**src/rtl/regf_pkg.sv**
```systemverilog
// Shared types and defaults for the multi-port register file.
package regf_pkg;

  localparam int unsigned XLEN_DEF  = 32;
  localparam int unsigned NREGS_DEF = 32;
  localparam int unsigned AW_DEF    = $clog2(NREGS_DEF);

  typedef logic [AW_DEF-1:0]   reg_addr_t;
  typedef logic [XLEN_DEF-1:0] xlen_t;

  localparam int unsigned REG_ZERO = 0;

endpackage

```
**src/rtl/regf_scoreboard.sv**
```systemverilog
// Pending-write scoreboard: issue sets busy, write-back clears it, issue wins on a tie.
module regf_scoreboard
  import regf_pkg::*;
#(
  parameter int unsigned NREGS = NREGS_DEF,
  parameter int unsigned NWR   = 2,
  parameter int unsigned AW    = $clog2(NREGS)
) (
  input  logic              clk,
  input  logic              rstn,
  input  logic              issue_en,
  input  logic [AW-1:0]     issue_addr,
  input  logic [NWR-1:0]    wr_en,
  input  logic [NWR*AW-1:0] wr_addr,
  output logic [NREGS-1:0]  busy
);

  localparam logic [AW-1:0] ZeroAddr = AW'(REG_ZERO);

  logic [NREGS-1:0] busy_d, busy_q;
  logic [AW-1:0]    wa [NWR];

  for (genvar j = 0; j < NWR; j++) begin : g_wa
    assign wa[j] = wr_addr[j*AW +: AW];
  end

  always_comb begin
    busy_d = busy_q;
    for (int j = 0; j < NWR; j++) begin
      if (wr_en[j] && wa[j] != ZeroAddr) busy_d[wa[j]] = 1'b0;
    end
    // Applied after clears so a new producer supersedes a retiring one.
    if (issue_en && issue_addr != ZeroAddr) busy_d[issue_addr] = 1'b1;
    busy_d[0] = 1'b0;
  end

  always_ff @(posedge clk) begin
    if (!rstn) busy_q <= '0;
    else       busy_q <= busy_d;
  end

  assign busy = busy_q;

endmodule

```
**src/rtl/regf_mp.sv**
```systemverilog
// Multi-port register file with registered reads and pending-write scoreboard.
// Define REGF_BYPASS_EN to forward same-cycle write data to reads.
module regf_mp
  import regf_pkg::*;
#(
  parameter int unsigned XLEN  = XLEN_DEF,
  parameter int unsigned NREGS = NREGS_DEF,
  parameter int unsigned NRD   = 2,
  parameter int unsigned NWR   = 2,
  parameter int unsigned AW    = $clog2(NREGS)
) (
  input  logic                clk,
  input  logic                rstn,
  input  logic                rd_en,
  input  logic [NRD*AW-1:0]   rd_addr,
  output logic [NRD*XLEN-1:0] rd_data,
  input  logic [NWR-1:0]      wr_en,
  input  logic [NWR*AW-1:0]   wr_addr,
  input  logic [NWR*XLEN-1:0] wr_data,
  input  logic                issue_en,
  input  logic [AW-1:0]       issue_addr,
  output logic [NREGS-1:0]    busy
);

  localparam logic [AW-1:0] ZeroAddr = AW'(REG_ZERO);

  logic [XLEN-1:0]     mem_q [NREGS];
  logic [XLEN-1:0]     mem_d [NREGS];
  logic [NRD*XLEN-1:0] rd_d, rd_q;

  logic [AW-1:0]   wa [NWR];
  logic [XLEN-1:0] wd [NWR];
  logic [AW-1:0]   ra [NRD];

  for (genvar j = 0; j < NWR; j++) begin : g_wr
    assign wa[j] = wr_addr[j*AW +: AW];
    assign wd[j] = wr_data[j*XLEN +: XLEN];
  end

  for (genvar i = 0; i < NRD; i++) begin : g_rd
    assign ra[i] = rd_addr[i*AW +: AW];
  end

  // Ascending port order lets the highest-index writer win.
  always_comb begin
    mem_d = mem_q;
    for (int j = 0; j < NWR; j++) begin
      if (wr_en[j] && wa[j] != ZeroAddr) mem_d[wa[j]] = wd[j];
    end
    mem_d[0] = '0;
  end

  always_comb begin
    rd_d = '0;
    for (int i = 0; i < NRD; i++) begin
      rd_d[i*XLEN +: XLEN] = mem_q[ra[i]];
`ifdef REGF_BYPASS_EN
      for (int j = 0; j < NWR; j++) begin
        if (wr_en[j] && wa[j] != ZeroAddr && wa[j] == ra[i]) rd_d[i*XLEN +: XLEN] = wd[j];
      end
`endif
    end
  end

  always_ff @(posedge clk) begin
    if (!rstn) begin
      mem_q <= '{default: '0};
      rd_q  <= '0;
    end else begin
      mem_q <= mem_d;
      if (rd_en) rd_q <= rd_d;
    end
  end

  assign rd_data = rd_q;

  regf_scoreboard #(
    .NREGS (NREGS),
    .NWR   (NWR),
    .AW    (AW)
  ) u_scoreboard (
    .clk        (clk),
    .rstn       (rstn),
    .issue_en   (issue_en),
    .issue_addr (issue_addr),
    .wr_en      (wr_en),
    .wr_addr    (wr_addr),
    .busy       (busy)
  );

endmodule

```
**config.mk**
```make
export PLATFORM = sky130hd
export DESIGN_NAME = regf_mp
export DESIGN_NICKNAME = d
export VERILOG_FILES = /design/src/rtl/regf_pkg.sv /design/src/rtl/regf_scoreboard.sv /design/src/rtl/regf_mp.sv
export SDC_FILE = /design/constraint.sdc
export NUM_CORES = 2
export LEC_CHECK = 0
export CAP_MARGIN = 5
export CORE_ASPECT_RATIO = 0.5
export CORE_MARGIN = 8
export CORE_UTILIZATION = 49
export DETAILED_ROUTE_END_ITERATION = 10
export HOLD_SLACK_MARGIN = 0.05
export PLACE_DENSITY_LB_ADDON = 0.1
export SYNTH_ARGS = -nofsm -noshare
export SYNTH_HDL_FRONTEND = slang
export SYNTH_SLANG_ARGS = --single-unit
```
**constraint.sdc**
```tcl
create_clock -name clk -period 3.6 [get_ports clk]
set_clock_uncertainty 0.2 [all_clocks]
set_input_delay 0.72 -clock clk [delete_from_list [all_inputs] [get_ports clk]]
set_output_delay 0.72 -clock clk [all_outputs]
set_load 0.05 [all_outputs]
```
==> flow_metrics.tcl <==
set metrics [dict create \
    status "completed" \
    die_y_um 271 \
    synth_area_leaders "dfxtp_1 (34%), mux2i_1 (11%), a311oi_1 (11%), nand2_1 (10%), nor2_1 (6.6%)" \
    ys_ff_latch 1087 \
    numClockSinks 1087 \
    die_area_um2 142000 \
    min_from "rstn" \
    multi_input_area_um2 37800 \
    synth_nets 8414 \
    io_pins 191 \
    synthCells 8319 \
    yosysUniqueCellTypes 41 \
    syn_area_per_cell_um2 7.64 \
    p_leak_nw 24.1 \
    rows 93 \
    max_freq_mhz 328 \
    start_kind "flop" \
    place_worst_setup_slack_ns 0.0259 \
    hold_end "mem_q[498]" \
    routed_wl_um 268000 \
    grt_pass1_vias 61100 \
    max_slew_margin_pct 18.2 \
    drc_errors 0 \
    slew_viol_final 0 \
    hold_violations 0 \
    crit_family "buffers and inverters" \
    syn2layout_area_growth_pct 11.9 \
    period_needed_ns 3.05 \
    cp_cell_sequence "clkdlybuf4s50_1" \
    cp_max_fo 2 \
    die_x_um 525 \
    cts_resized 0 \
    gp_congestion 0.973 \
    htreeDepth 3 \
    min_path_cells 3 \
    root_buffer "clkbuf_16" \
    num_vias 66800 \
    async_reset_ff_share_pct 0 \
    fin_ws_ns 0.547 \
    yosysMostFrequentCell "nand2_1" \
    crit_path_end_kind "output pin" \
    critPathKind "reg2out" \
    drive_above_1_share_pct 9.51 \
    numCtsBuffers 105 \
    grt.total_usage_pct 35.5 \
    synth_edf_count 0 \
    grt_max_degree 101 \
    yosysTopAreaCellShare_pct 34.2 \
    power_mw 28.4 \
    synth_common_cells "nand2_1 (1,721), nor2_1 (1,117), dfxtp_1 (1,087), a311oi_1 (800), clkbuf_1 (773)" \
    ys_warn_count 0 \
    mappedNetlistArea_um2 63500 \
    cts_tree "done" \
    worstPathArrival_ns 2.13 \
    path_buf_inv 1 \
    post-route-period-util_pct 84.8 \
    holdCritPathClass "in2reg" \
    final-seq-area_um2 21800 \
    tightestPinTransition_ns 1.22 \
    drt-initial-drc-count 9180 \
    dp_hpwl_um 177000 \
    worstPathRequired_ns 2.68 \
    antenna_found_initial 0 \
    slowest_delay_ns 0.89 \
    finalSetupViolCount 0 \
    cts_buffer_depth 3 \
    yosysSeqAreaShare_pct 34.2 \
    drt_pass1_iterations 6 \
    peakVddDrop_mv 0.382 \
    insertion_delay_ns 0.73 \
    cts.clk_slew.worst_paths_ns 0.07 \
    placedInstanceArea_um2 67600 \
    core_um2 129000 \
    cts_setup_buffers 0 \
    nets 8020 \
    fillers 12000 \
    cts_hold_buf 0 \
    grt-ovfl-total 0 \
    stdcell_area_um2 71100 \
    regToRegStartpoint "mem_q[279]" \
    grt_setup_unrepaired "no" \
    slowest_stage "clkdlybuf4s50_1" \
    rrSetupSlack_ns 1.41 \
    synth_top_cell_by_area "dfxtp_1" \
    start_util_pct 49.4 \
    rr_endpoint "rd_data[55]" \
    cellPowerDensity_nw_per_um2 400 \
    wl_per_cell_um 27.6 \
    synth_flop_cell "dfxtp_1" \
    ant_nets 0 \
    fin_tns_setup_ns 0 \
    reg2reg_depth 4 \
    max-cap-violations 0 \
    via_per_inst 6.87 \
    grt_pass1_wl_um 399000 \
    portBuffers 189 \
]
## worst min-delay path: cells and delay by family
kind            cells  cell delay, ns
compound gates      2            0.18
buf+inv             1            0.22
## layout make-up
class                   instances  area share (%)
multi-input cells            6174            53.2
inverters                      12          0.0739
diodes                          1         0.00352
repair buffers                545            8.17
well taps                    1710            3.01
flip-flops and latches       1087            30.6
clock inverters                42           0.561
clock buffers                 149            4.40
## how the worst max path moves through the flow
stage / cells after the start / slack, ns / to / from
after floorplan: 7 / 1.15 / rd_data[31] / rd_addr[0]
after global placement: 6 / 0.04 / mem_q[635] / wr_addr[3]
after detailed placement: 6 / 0.03 / mem_q[638] / wr_addr[3]
after CTS: 1 / 0.51 / busy[31] / u_scoreboard.busy[31]
after global routing: 1 / 0.49 / rd_data[22] / rd_data[22]
final: 1 / 0.55 / rd_data[22] / rd_data[22]
## state kept, by name, summed over array words and instances (netlist names)
signal,count
u_scoreboard.busy,31
mem_q,992
rd_data,64
## logic make-up (layout without fill, tap and decap cells)
family / Yosys count / after routing / share of synthesized area [%]
other: 1 / 2 / 0.00590
buffers and inverters: 1058 / 748 / 6.78
AO/OA/AOI/OAI: 1760 / 1760 / 21.4
flip-flops: 1087 / 1087 / 34.2
multiplexers: 832 / 832 / 14.5
AND/OR/NAND/NOR: 3581 / 3581 / 23.1
## layout by cell type, fill, tap and decap left out, types with 192 or more instances in the layout
cell	synthesis	layout
o21ai_0	224	224
buf_4	8	258
nand3_1	549	544
a31oi_1	192	192
nor2_1	1117	1102
dfxtp_1	1087	1087
a311oi_1	800	800
mux2i_1	704	704
nand2_1	1721	1681
a211oi_1	192	192
## metrics by stage
step                      utilization (%)  hold WS, ns  cells
after floorplan                         -        0.254   8319
after global placement               52.5        0.270   9528
after detailed placement             52.5        0.269   9528
after CTS                            55.3        0.217   9719
after global routing                 55.3        0.253   9719
final                                55.3        0.274   9720
## power by group
part	switching, mW	internal [mW]
combinational	2.78	1.25
clock	5.30	6.54
sequential	0.258	12.3
## per-layer routing
metal	share of wire, %	vias up	global-route usage (%)	routed length, µm
met5	0	-	0	0
met4	6.2	0	19.4	16500
met3	11	777	6.35	29900
met2	41	4331	51.1	110000
met1	42	32300	49.9	112000
li1	-	29400	-	-
No activity file was read; power rests on OpenSTA's default activity.
